$ cat src/rtl/core_defs.sv
// Shared core definitions: datapath widths and EX-stage op encodings.
// Used by the ID/EX latch, shifter4 and the ALU.
package core_defs;

  localparam int DW = 16;
  localparam int RW = 3;
  localparam int CW = 16;

  typedef enum logic [1:0] {
    SH_ROL = 2'b00,
    SH_SLL = 2'b01,
    SH_ROR = 2'b10,
    SH_SRL = 2'b11
  } shift_op_e;

  typedef enum logic [2:0] {
    ALU_ADD  = 3'd0,
    ALU_SUB  = 3'd1,
    ALU_AND  = 3'd2,
    ALU_OR   = 3'd3,
    ALU_XOR  = 3'd4,
    ALU_NOT  = 3'd5,
    ALU_SLT  = 3'd6,
    ALU_PASS = 3'd7
  } alu_op_e;

endpackage

$ cat src/rtl/dff_en_ar.sv
// Enabled register bank with asynchronous active-high clear.
// Shared building block for pipeline latches.
module dff_en_ar #(
  parameter int W = 1
) (
  input  logic         clk,
  input  logic         rst,
  input  logic         en,
  input  logic [W-1:0] d,
  output logic [W-1:0] q
);

  always_ff @(posedge clk or posedge rst) begin
    if (rst)
      q <= '0;
    else if (en)
      q <= d;
  end

endmodule

$ cat src/rtl/id_ex_latch.sv
// ID/EX pipeline register: stall hold, flush bubbles, halt drain,
// and a saturating bubble counter.
module id_ex_latch
  import core_defs::*;
#(
  parameter int DW = core_defs::DW,
  parameter int RW = core_defs::RW,
  parameter int CW = core_defs::CW
) (
  input  logic          clk,
  input  logic          rst,
  input  logic          id_valid,
  input  logic          stall,
  input  logic          flush,
  input  logic [DW-1:0] id_rs_data,
  input  logic [DW-1:0] id_rt_data,
  input  logic [DW-1:0] id_imm,
  input  logic [DW-1:0] id_pc2,
  input  logic [1:0]    id_shift_op,
  input  logic [2:0]    id_alu_op,
  input  logic          id_use_imm,
  input  logic [RW-1:0] id_rd,
  input  logic          id_reg_wr,
  input  logic          id_mem_rd,
  input  logic          id_mem_wr,
  input  logic          id_halt,
  output logic          ex_valid,
  output logic [DW-1:0] ex_a,
  output logic [DW-1:0] ex_b,
  output logic [DW-1:0] ex_pc2,
  output logic [1:0]    ex_shift_op,
  output logic [2:0]    ex_alu_op,
  output logic [RW-1:0] ex_rd,
  output logic          ex_reg_wr,
  output logic          ex_mem_rd,
  output logic          ex_mem_wr,
  output logic          ex_halt,
  output logic [CW-1:0] bubble_cnt
);

  localparam int PW = 3*DW + 2 + 3 + RW + 3;

  logic          en;
  logic [DW-1:0] b_sel;
  logic [PW-1:0] pd;
  logic [PW-1:0] pq;
  logic          reg_wr_q;
  logic          mem_rd_q;
  logic          mem_wr_q;
  logic          halted;
  logic          v_d;
  logic          h_d;
  logic          bump;
  logic          cnt_en;
  logic [CW-1:0] cnt_d;

  assign en    = !stall | flush;
  assign b_sel = id_use_imm ? id_imm : id_rt_data;

  assign pd = {id_rs_data, b_sel, id_pc2,
               id_shift_op, id_alu_op, id_rd,
               id_reg_wr, id_mem_rd, id_mem_wr};

  dff_en_ar #(.W(PW)) u_data (
    .clk(clk), .rst(rst), .en(en),
    .d(pd), .q(pq)
  );

  assign {ex_a, ex_b, ex_pc2,
          ex_shift_op, ex_alu_op, ex_rd,
          reg_wr_q, mem_rd_q, mem_wr_q} = pq;

  // Once halted the front end is frozen: captures only yield bubbles.
  assign v_d = !flush & id_valid & !halted;
  assign h_d = halted | (!flush & id_valid & id_halt);

  dff_en_ar #(.W(1)) u_valid (
    .clk(clk), .rst(rst), .en(en),
    .d(v_d), .q(ex_valid)
  );

  dff_en_ar #(.W(1)) u_halt (
    .clk(clk), .rst(rst), .en(en),
    .d(h_d), .q(halted)
  );

  assign bump   = !halted & (flush | (!stall & !id_valid));
  assign cnt_en = bump & ~&bubble_cnt;
  assign cnt_d  = bubble_cnt + 1'b1;

  dff_en_ar #(.W(CW)) u_cnt (
    .clk(clk), .rst(rst), .en(cnt_en),
    .d(cnt_d), .q(bubble_cnt)
  );

  assign ex_reg_wr = reg_wr_q & ex_valid;
  assign ex_mem_rd = mem_rd_q & ex_valid;
  assign ex_mem_wr = mem_wr_q & ex_valid;
  assign ex_halt   = halted;

endmodule

$ cat config.mk
export PLATFORM = sky130hd
export DESIGN_NAME = id_ex_latch
export DESIGN_NICKNAME = d
export VERILOG_FILES = /design/src/rtl/core_defs.sv /design/src/rtl/dff_en_ar.sv /design/src/rtl/id_ex_latch.sv
export SDC_FILE = /design/constraint.sdc
export NUM_CORES = 1
export LEC_CHECK = 0
export CAP_MARGIN = 5
export CELL_PAD_IN_SITES_DETAIL_PLACEMENT = 0
export CELL_PAD_IN_SITES_GLOBAL_PLACEMENT = 1
export CORE_AREA = 2 2 118 97
export DETAILED_ROUTE_END_ITERATION = 8
export DIE_AREA = 0 0 120 99
export PLACE_DENSITY_LB_ADDON = 0.1
export SYNTH_ARGS = -nofsm -noshare
export SYNTH_HDL_FRONTEND = slang
export SYNTH_SLANG_ARGS = --single-unit
export TNS_END_PERCENT = 5
$ cat constraint.sdc
create_clock -name clk -period 5.76 [get_ports clk]
set_input_delay 0.576 -clock clk [delete_from_list [all_inputs] [get_ports clk]]
set_output_delay 0.576 -clock clk [all_outputs]
set_load 0.005 [all_outputs]
==> flow_summary.json, run 1 <==
{
  "antenna_cells": 0,
  "worstReg2RegEnd": "u_cnt.q[7]$_DFFE_PP0P_",
  "hold_path_end": "u_data.q[1]$_DFFE_PP0P_",
  "ff2ff_setup_slack_ps": 3970,
  "ir_drop_uv": 170.1,
  "antenna_found_initial": 0,
  "cts_sinks": 77,
  "die_h_um": 99,
  "status": "finished clean",
  "critical_path.endpoint_type": "flip-flop",
  "holdCritPathClass": "reg2reg",
  "ys_ff_latch": 77,
  "crit_type": "in2reg",
  "yosysTopAreaCellShare_pct": 52.52,
  "worstPathRequired_ps": 6010,
  "syn-instance-count": 302,
  "cp_max_fo": 5,
  "drive_above_1_share_pct": 18.54,
  "wl_um": 8091,
  "syn_area_mm2": 0.003669,
  "cp.arrival_ps": 2400,
  "hold_viol_final": 0,
  "synth_warnings": 0,
  "nets": 488,
  "cts_resized": 0,
  "tns_ps": 0,
  "num_vias": 2447,
  "dp.cells": 538,
  "fmax_mhz": 466.7,
  "start_util_pct": 34.36,
  "min_period_ps": 2142,
  "synthToLayoutAreaGrowth_pct": 43.72,
  "ys_seq_area_share_pct": 52.52,
  "holdPathStages": 1,
  "cts_setup_buffers": 0,
  "pre_cts_slack_ps": 3255,
  "critPathLaunch": "stall",
  "synthFlopType": "dfrtp_1",
  "clock_latency_ps": 330,
  "power.leakage_nw": 2.158,
  "final-setup-viol-count": 0,
  "ioPinCount": 159,
  "final_core_utilization_pct": 49.38,
  "synth_largest_area_cell": "dfrtp_1",
  "grt_usage_pct": 13.86,
  "clock_skew_ps": 6.731,
  "drtAntennaViolNets": 0,
  "cts_root_buf": "clkbuf_16",
  "tightest_slew_ps": 992.7,
  "fin_cells": 554,
  "hold_path_startpoint": "u_data.q[1]$_DFFE_PP0P_",
  "grt_setup_unrepaired": "no",
  "cts_tree": "built",
  "grt_first_pass_wirelength_um": 12920,
  "syn_avg_cell_area_um2": 12.15,
  "dr.pass1.iters": 4,
  "die_w_um": 120,
  "stdcell_area_mm2": 0.005273,
  "cts_hold_repair.buffers": 0,
  "path_clk_slew_ps": 60,
  "placedInstanceArea_mm2": 0.004981,
  "grt_max_degree": 78,
  "clk_path_buf_depth": 2,
  "htreeDepth": 3,
  "die_area_mm2": 0.01188,
  "slew_viol_final": 0,
  "slew_headroom_pct": 33.82,
  "yosysUniqueCellTypes": 32,
  "gp_congestion": 0.7259,
  "period_share_pct": 37.20,
  "finalPower_mw": 1.533,
  "hpwl_um": 5702,
  "r2r_cells": 4,
  "synth.area.top_cells": "dfrtp_1 (53%), mux2_2 (14%), buf_4 (11%)",
  "syn_nets": 385,
  "viasPerCell": 4.417,
  "drv_cap": 0,
  "whs_ps": 501.4,
  "synth_edf_count": 0,
  "power.density_mw_per_mm2": 290.7,
  "finalWorstSetupSlack_ps": 3618,
  "routedWlPerCell_um": 14.60,
  "grt_pass1_vias": 2577,
  "rows": 34,
  "coreArea_mm2": 0.01068,
  "synthArstFlopShare_pct": 100.0,
  "port-buffer-count": 158,
  "cts_made_buffers": 9,
  "worstSetupStartpointType": "input pin",
  "drcViolationCount": 0,
  "first_iter_violations": 68,
  "overflow": 0,
  "rr_startpoint": "u_cnt.q[6]$_DFFE_PP0P_"
}
[layer usage]
metal | up-vias | global-route usage, % | share of wire (%)
li1 | 1184 | - | -
met1 | 1156 | 17.29 | 43
met2 | 96 | 21.24 | 46
met3 | 11 | 6.308 | 8.9
met4 | 0 | 4.887 | 1.8
met5 | - | 0 | 0
[report_power, final]
part	internal (mW)	leakage [nW]	total (mW)	switching, mW
Sequential	0.606	0.894	0.667	0.0611
Clock	0.333	0.145	0.556	0.223
Combinational	0.210	1.12	0.310	0.100
[registers in the layout, summed over array words and instances, names as in the netlist]
name / count
u_data.q: 59
u_cnt.q: 16
u_halt.q: 1
u_valid.q: 1
[synthesized netlist by cell type, drive strengths merged, types with 3 or more instances]
master and n:
and2 3, buf 59, xor2 9, nand3 3
nand2 5, xnor2 5, mux2i 16, clkbuf 8
nor2 23, a21oi 18, mux2 44, nand4 6
dfrtp 77, nor4 4, nor3 5, inv 3
or4 3
[layout by cell type (no fill, tap or decap), drive strengths merged]
master / instances
clkinv: 6
mux2i: 16
nand4: 6
mux2: 44
or3: 1
clkbuf: 9
nand2: 5
nor3b: 2
xnor2: 5
nor3: 5
buf: 1
a31o: 1
and2: 3
ha: 1
dfrtp: 77
and3: 1
nor4b: 2
nand3: 3
nor2: 23
nand2b: 1
or2: 1
a21oi: 18
nor4: 4
clkdlybuf4s50: 158
xor2: 9
bufinv: 1
or4: 3
clkinvlp: 1
o21ba: 1
inv: 2
[how the worst max path moves through the flow]
stage	endpoint	slack [ps]	cells after the start
2_1_floorplan	u_cnt.q[0]$_DFFE_PP0P_	3220	1
5_1_grt	u_cnt.q[12]$_DFFE_PP0P_	3570	5
3_3_place_gp	u_cnt.q[12]$_DFFE_PP0P_	3300	5
6_report	u_cnt.q[12]$_DFFE_PP0P_	3620	5
4_1_cts	u_cnt.q[12]$_DFFE_PP0P_	3610	5
3_5_place_dp	u_cnt.q[12]$_DFFE_PP0P_	3250	5
[worst max-delay path, stage by stage]
cell	delay, ps
clkdlybuf4s50_1	510
o21ba_2	270
or4_4	550
nor4b_1	330
xnor2_1	150
[final cells by class]
class | count | area (µm²)
Fill cell | 979 | 5405
Sequential cell | 77 | 1927
Timing Repair Buffer | 159 | 1589
Multi-Input combinational cell | 155 | 1272
Clock buffer | 9 | 225.2
Tap cell | 144 | 180.2
Clock inverter | 7 | 66.31
Inverter | 3 | 12.51
[kinds of logic (layout without fill, tap and decap cells)]
kind of cell	Yosys count	in the layout	synth area share, %
AO/OA/AOI/OAI	20	20	2.967
XOR/XNOR	14	14	3.342
adder cells (fa/ha/maj)	1	1	0.3410
buffers and inverters	70	178	12.99
flip-flops	77	77	52.52
multiplexers	60	60	17.87
AND/OR/NAND/NOR	60	60	9.959
No activity file was read; power rests on OpenSTA's default activity.
==> inputs of run 2 (changes only) <==
--- a/config.mk
+++ b/config.mk
@@ -8,9 +8,9 @@
 export CAP_MARGIN = 5
 export CELL_PAD_IN_SITES_DETAIL_PLACEMENT = 0
 export CELL_PAD_IN_SITES_GLOBAL_PLACEMENT = 1
-export CORE_AREA = 2 2 118 97
+export CORE_AREA = 2 2 129 106
 export DETAILED_ROUTE_END_ITERATION = 8
-export DIE_AREA = 0 0 120 99
+export DIE_AREA = 0 0 131 108
 export PLACE_DENSITY_LB_ADDON = 0.1
 export SYNTH_ARGS = -nofsm -noshare
 export SYNTH_HDL_FRONTEND = slang
==> constraint.sdc (replaced) <==
create_clock -name clk -period 1.9 [get_ports clk]
set_input_delay 0.19 -clock clk [delete_from_list [all_inputs] [get_ports clk]]
set_output_delay 0.19 -clock clk [all_outputs]
set_load 0.005 [all_outputs]
==> flow_summary.json, run 2 (synthesis results as in run 1) <==
{
  "ioPinCount": 159,
  "start_util_pct": 28.82,
  "tns_ps": 0,
  "drive_above_1_share_pct": 20.67,
  "crit_path_top_delay_cell": "or4_4",
  "grt_usage_pct": 12.55,
  "overflow": 0,
  "finalPower_mw": 4.584,
  "drcViolationCount": 0,
  "drtAntennaViolNets": 0,
  "top_register": "u_data.q",
  "clock_skew_ps": 2.992,
  "clk_path_buf_depth": 2,
  "crit_type": "reg2reg",
  "die_area_mm2": 0.01415,
  "num_vias": 2519,
  "hpwl_um": 6293,
  "largest_register_ff_count": 59,
  "nets": 500,
  "grt_max_degree": 78,
  "layout_commonest_cell": "clkdlybuf4s50_1",
  "status": "finished clean",
  "intPower_mw": 3.387,
  "cts_tree": "built",
  "holdCritPathClass": "in2async",
  "antenna_cells": 0,
  "fmax_mhz": 566.4,
  "critical_path.endpoint_type": "flip-flop",
  "p_switching_mw": 1.197,
  "die_w_um": 131,
  "stdcell_area_mm2": 0.005416,
  "worstSetupStartpointType": "flip-flop",
  "cts_resized": 0,
  "whs_ps": 325.0,
  "cts_root_buf": "clkbuf_16",
  "clkPwrFrac_pct": 33.9,
  "clock_latency_ps": 330,
  "rows": 37,
  "antenna_found_initial": 0,
  "dr.pass1.iters": 4,
  "viasPerCell": 4.227,
  "seq_power_share_pct": 43.8,
  "biggestRegsByFlops": "u_data.q x59, u_cnt.q x16",
  "layout_common_cells": "clkdlybuf4s50_1 (158), dfrtp_1 (77), mux2_2 (44)",
  "final-setup-viol-count": 0,
  "cts_setup_buffers": 0,
  "switching_share_pct": 26.12,
  "power.leakage_nw": 2.205,
  "worstPathRequired_ps": 2150,
  "ir_drop_uv": 568.6,
  "grt_pass1_vias": 2641,
  "grt_setup_unrepaired": "no",
  "port-buffer-count": 158,
  "crit_path_cell_trace": "nand4_4, or4_4, nor4_2, xor2_1",
  "slew_viol_final": 0,
  "gp_congestion": 0.7321,
  "synthToLayoutAreaGrowth_pct": 47.65,
  "routedWlPerCell_um": 14.95,
  "placedInstanceArea_mm2": 0.005150,
  "max_stage_delay_ps": 590,
  "htreeDepth": 3,
  "first_iter_violations": 63,
  "tightest_slew_ps": 447.3,
  "power.density_mw_per_mm2": 846.3,
  "drv_cap": 0,
  "min_period_ps": 1765,
  "coreArea_mm2": 0.01273,
  "combPwrFrac_pct": 22.4,
  "fill_cells": 1204,
  "cp.arrival_ps": 2020,
  "slew_headroom_pct": 69.96,
  "cts_sinks": 77,
  "cts_hold_repair.buffers": 0,
  "period_share_pct": 92.92,
  "cp_max_fo": 8,
  "grt_first_pass_wirelength_um": 13590,
  "die_h_um": 108,
  "path_clk_slew_ps": 60,
  "wl_um": 8911,
  "hold_viol_final": 0,
  "cts_made_buffers": 9
}
-- run 2: cell types whose count changed in the layout (fill, tap and decap cells not counted), sizes merged --
cell and change:
buf +12, clkinv -3, clkinvlp +3, bufinv -1
-- run 2: worst paths after layout --
kind | startpoint | end | slack (ps) | depth (start not counted)
min | rst | u_data.q[21]$_DFFE_PP0P_ | 330 | 3
min reg2reg | u_data.q[0]$_DFFE_PP0P_ | u_data.q[0]$_DFFE_PP0P_ | 500 | 1
min in group clk | id_rs_data[4] | u_data.q[47]$_DFFE_PP0P_ | 460 | 2
max | u_cnt.q[7]$_DFFE_PP0P_ | u_cnt.q[15]$_DFFE_PP0P_ | 130 | 4
max reg2reg | u_cnt.q[7]$_DFFE_PP0P_ | u_cnt.q[15]$_DFFE_PP0P_ | 130 | 4
max in group asynchronous | rst | u_data.q[43]$_DFFE_PP0P_ | 1240 | 3
-- run 2: cell type report --
class / instances / area, µm² / share of cell area, %
Sequential cell: 77 / 1927 / 35.57
Clock buffer: 9 / 225.2 / 4.158
Inverter: 3 / 15.01 / 0.2772
Clock inverter: 6 / 41.29 / 0.7623
Multi-Input combinational cell: 155 / 1272 / 23.49
Timing Repair Buffer: 171 / 1717 / 31.69
Tap cell: 175 / 219.0 / 4.043
-- run 2: per-stage QoR --
stage | util (%) | cells | setup slack, ps
3_3_place_gp | 40.45 | 581 | -76.58
5_1_grt | 42.55 | 596 | 8.102
2_1_floorplan | - | 302 | 243.5
6_report | 42.55 | 596 | 134.6
3_5_place_dp | 40.45 | 581 | -85.73
4_1_cts | 42.55 | 596 | 103.4
-- run 2: layer usage --
layer | track usage, % | share of wire, %
met5 | 0 | 0
met4 | 3.647 | 0.85
met3 | 6.333 | 11
met2 | 18.47 | 41
met1 | 16.20 | 47
-- run 2: critical path: cells and delay by family (launching register included) --
family / cells / cell delay, ps
simple gates: 3 / 1040
flops: 1 / 460
xor+xnor: 1 / 180
-- run 2: power by group through the flow --
stage | registers [mW] | clock network (mW) | logic (mW)
final | 2.01 | 1.55 | 1.02
after global routing | 2.04 | 1.69 | 1.12
after CTS | 2.01 | 1.62 | 1.05
after detailed placement | 2.03 | 0 | 1.04
after global placement | 2.03 | 0 | 1.04
after floorplan | 2.02 | 0 | 0.479
==> inputs of run 3 (changes only) <==
--- a/config.mk
+++ b/config.mk
@@ -8,11 +8,12 @@
 export CAP_MARGIN = 5
 export CELL_PAD_IN_SITES_DETAIL_PLACEMENT = 0
 export CELL_PAD_IN_SITES_GLOBAL_PLACEMENT = 1
-export CORE_AREA = 2 2 129 106
+export CORE_AREA = 2 2 127 104
 export DETAILED_ROUTE_END_ITERATION = 8
-export DIE_AREA = 0 0 131 108
+export DIE_AREA = 0 0 129 106
 export PLACE_DENSITY_LB_ADDON = 0.1
 export SYNTH_ARGS = -nofsm -noshare
 export SYNTH_HDL_FRONTEND = slang
+export SYNTH_HIERARCHICAL = 1
 export SYNTH_SLANG_ARGS = --single-unit
 export TNS_END_PERCENT = 5
==> flow_summary.json, run 3 <==
{
  "holdCritPathClass": "in2async",
  "worstSetupStartpointType": "flip-flop",
  "ff2ff_setup_slack_ps": 200,
  "rr_startpoint": "u_cnt/q[0]$_DFFE_PP0P_",
  "synthFlopType": "dfrtp_1",
  "first_iter_violations": 59,
  "crit_path_top_delay_cell": "dfrtp_1",
  "power.leakage_nw": 2.424,
  "num_vias": 2476,
  "placedInstanceArea_mm2": 0.005418,
  "cp_num_buf_inv": 1,
  "critPathTopFamily": "flip-flops",
  "rows": 37,
  "crit_type": "reg2reg",
  "grt_setup_unrepaired": "no",
  "tightest_slew_ps": 387.6,
  "largest_register_ff_count": 59,
  "port-buffer-count": 158,
  "routedWlPerCell_um": 14.57,
  "stdcell_area_mm2": 0.005759,
  "final_core_utilization_pct": 45.91,
  "overflow": 0,
  "yosysMostFrequentCell": "dfrtp_1",
  "synth_common_cells": "dfrtp_1 (77), mux2_2 (71), mux2_4 (22)",
  "fmax_mhz": 587.7,
  "r2r_cells": 6,
  "layout_common_cells": "clkdlybuf4s50_1 (158), dfrtp_1 (77), mux2_2 (71)",
  "cts_tree": "built",
  "ys_seq_area_share_pct": 54.32,
  "grt_usage_pct": 12.66,
  "cp.arrival_ps": 1910,
  "syn-instance-count": 238,
  "drive_above_1_share_pct": 31.16,
  "path_clk_slew_ps": 50,
  "viasPerCell": 4.204,
  "critical_path.endpoint_type": "flip-flop",
  "die_h_um": 106,
  "critPathCapture": "u_cnt/q[4]$_DFFE_PP0P_",
  "synth.area.top_cells": "dfrtp_1 (54%), mux2_2 (23%), mux2_4 (9.3%)",
  "cts_made_buffers": 9,
  "dr.pass1.iters": 4,
  "layout_commonest_cell": "clkdlybuf4s50_1",
  "cts_resized": 0,
  "slew_headroom_pct": 74.13,
  "min_period_ps": 1701,
  "start_util_pct": 28.27,
  "nets": 492,
  "status": "finished clean",
  "worstPathRequired_ps": 2110,
  "regArea_mm2": 0.001927,
  "cp_num_cells": 6,
  "yosysTopAreaCellShare_pct": 54.32,
  "clock_skew_ps": 2.628,
  "die_w_um": 129,
  "power.density_mw_per_mm2": 851.1,
  "synth_warnings": 6,
  "critPathLaunch": "u_cnt/q[0]$_DFFE_PP0P_",
  "cts_root_buf": "clkbuf_16",
  "multi_input_area_mm2": 0.001496,
  "syn_nets": 321,
  "synth_largest_area_cell": "dfrtp_1",
  "ioPinCount": 159,
  "final-setup-viol-count": 0,
  "cts_hold_repair.buffers": 0,
  "hold_viol_final": 0,
  "drtAntennaViolNets": 0,
  "grt_pass1_vias": 2574,
  "gp_congestion": 0.7274,
  "tns_ps": 0,
  "crit_path_cell_trace": "ha_1, nand4_1, nor2_1, a31oi_2, buf_12, mux2_2",
  "ir_drop_uv": 460.6,
  "hpwl_um": 6314,
  "drcViolationCount": 0,
  "syn_area_mm2": 0.003547,
  "die_area_mm2": 0.01367,
  "syn_avg_cell_area_um2": 14.90,
  "yosysUniqueCellTypes": 25,
  "fill_cells": 1172,
  "top_register": "u_data/q",
  "cts_setup_buffers": 0,
  "cp_max_fo": 16,
  "period_share_pct": 89.55,
  "clock_latency_ps": 320,
  "grt_first_pass_wirelength_um": 13380,
  "worstReg2RegEnd": "u_cnt/q[4]$_DFFE_PP0P_",
  "clk_path_buf_depth": 2,
  "grt_max_degree": 42,
  "cts_sinks": 77,
  "antenna_found_initial": 0,
  "slew_viol_final": 0,
  "drv_cap": 0,
  "synthArstFlopShare_pct": 100.0,
  "finalPower_mw": 4.902,
  "htreeDepth": 3,
  "coreArea_mm2": 0.01255,
  "max_stage_delay_ps": 380,
  "wl_um": 8583,
  "synthToLayoutAreaGrowth_pct": 62.36,
  "ys_ff_latch": 77,
  "antenna_cells": 0,
  "synth_edf_count": 0,
  "biggestRegsByFlops": "u_data/q x59, u_cnt/q x16"
}
run 3: final cells by class:
cell class,count,share of cell area [%]
Tap cell,175,3.802
Timing Repair Buffer,171,30.24
Clock inverter,4,1.651
Sequential cell,77,33.46
Clock buffer,12,4.280
Multi-Input combinational cell,141,25.98
Inverter,9,0.5866
run 3: cell families (layout without fill, tap and decap cells):
logic type,after synthesis,after routing,share of synthesized area (%)
mux,93,93,31.85
flops,77,77,54.32
simple gates,30,30,5.644
buf+inv,20,196,3.739
xor+xnor,14,14,3.457
compound gates,3,3,0.6352
fa+ha+maj,1,1,0.3527
run 3: how the worst min path moves through the flow:
stage,startpoint,to,slack [ps],cells past startpoint
after floorplan,rst,u_halt/q$_DFFE_PP0P_,-80,1
after global placement,rst,u_halt/q$_DFFE_PP0P_,460,2
after detailed placement,rst,u_valid/q$_DFFE_PP0P_,470,2
after CTS,rst,u_halt/q$_DFFE_PP0P_,110,2
after global routing,rst,u_halt/q$_DFFE_PP0P_,130,2
final,rst,u_valid/q$_DFFE_PP0P_,120,2
run 3: metrics by stage:
step	worst slack [ps]	hold WS, ps	instances
6_report	198.6	116.1	589
5_1_grt	102.0	126.3	589
4_1_cts	187.2	113.5	589
3_5_place_dp	185.8	466.8	573
3_3_place_gp	202.6	458.5	573
2_1_floorplan	71.03	-81.29	238
run 3: power breakdown:
| group | internal [mW] | switching, mW |
|---|---|---|
| registers | 1.81 | 0.137 |
| clock network | 1.32 | 0.629 |
| logic | 0.695 | 0.314 |
| total | 3.82 | 1.08 |
run 3: metal layers:
layer / up-vias / GRT usage [%] / part of all wire (%)
met1: 1194 / 16.45 / 45
met4: 0 / 3.727 / 1.1
met5: - / 0 / 0
met2: 93 / 19.69 / 46
met3: 10 / 4.731 / 8.2
li1: 1179 / - / -
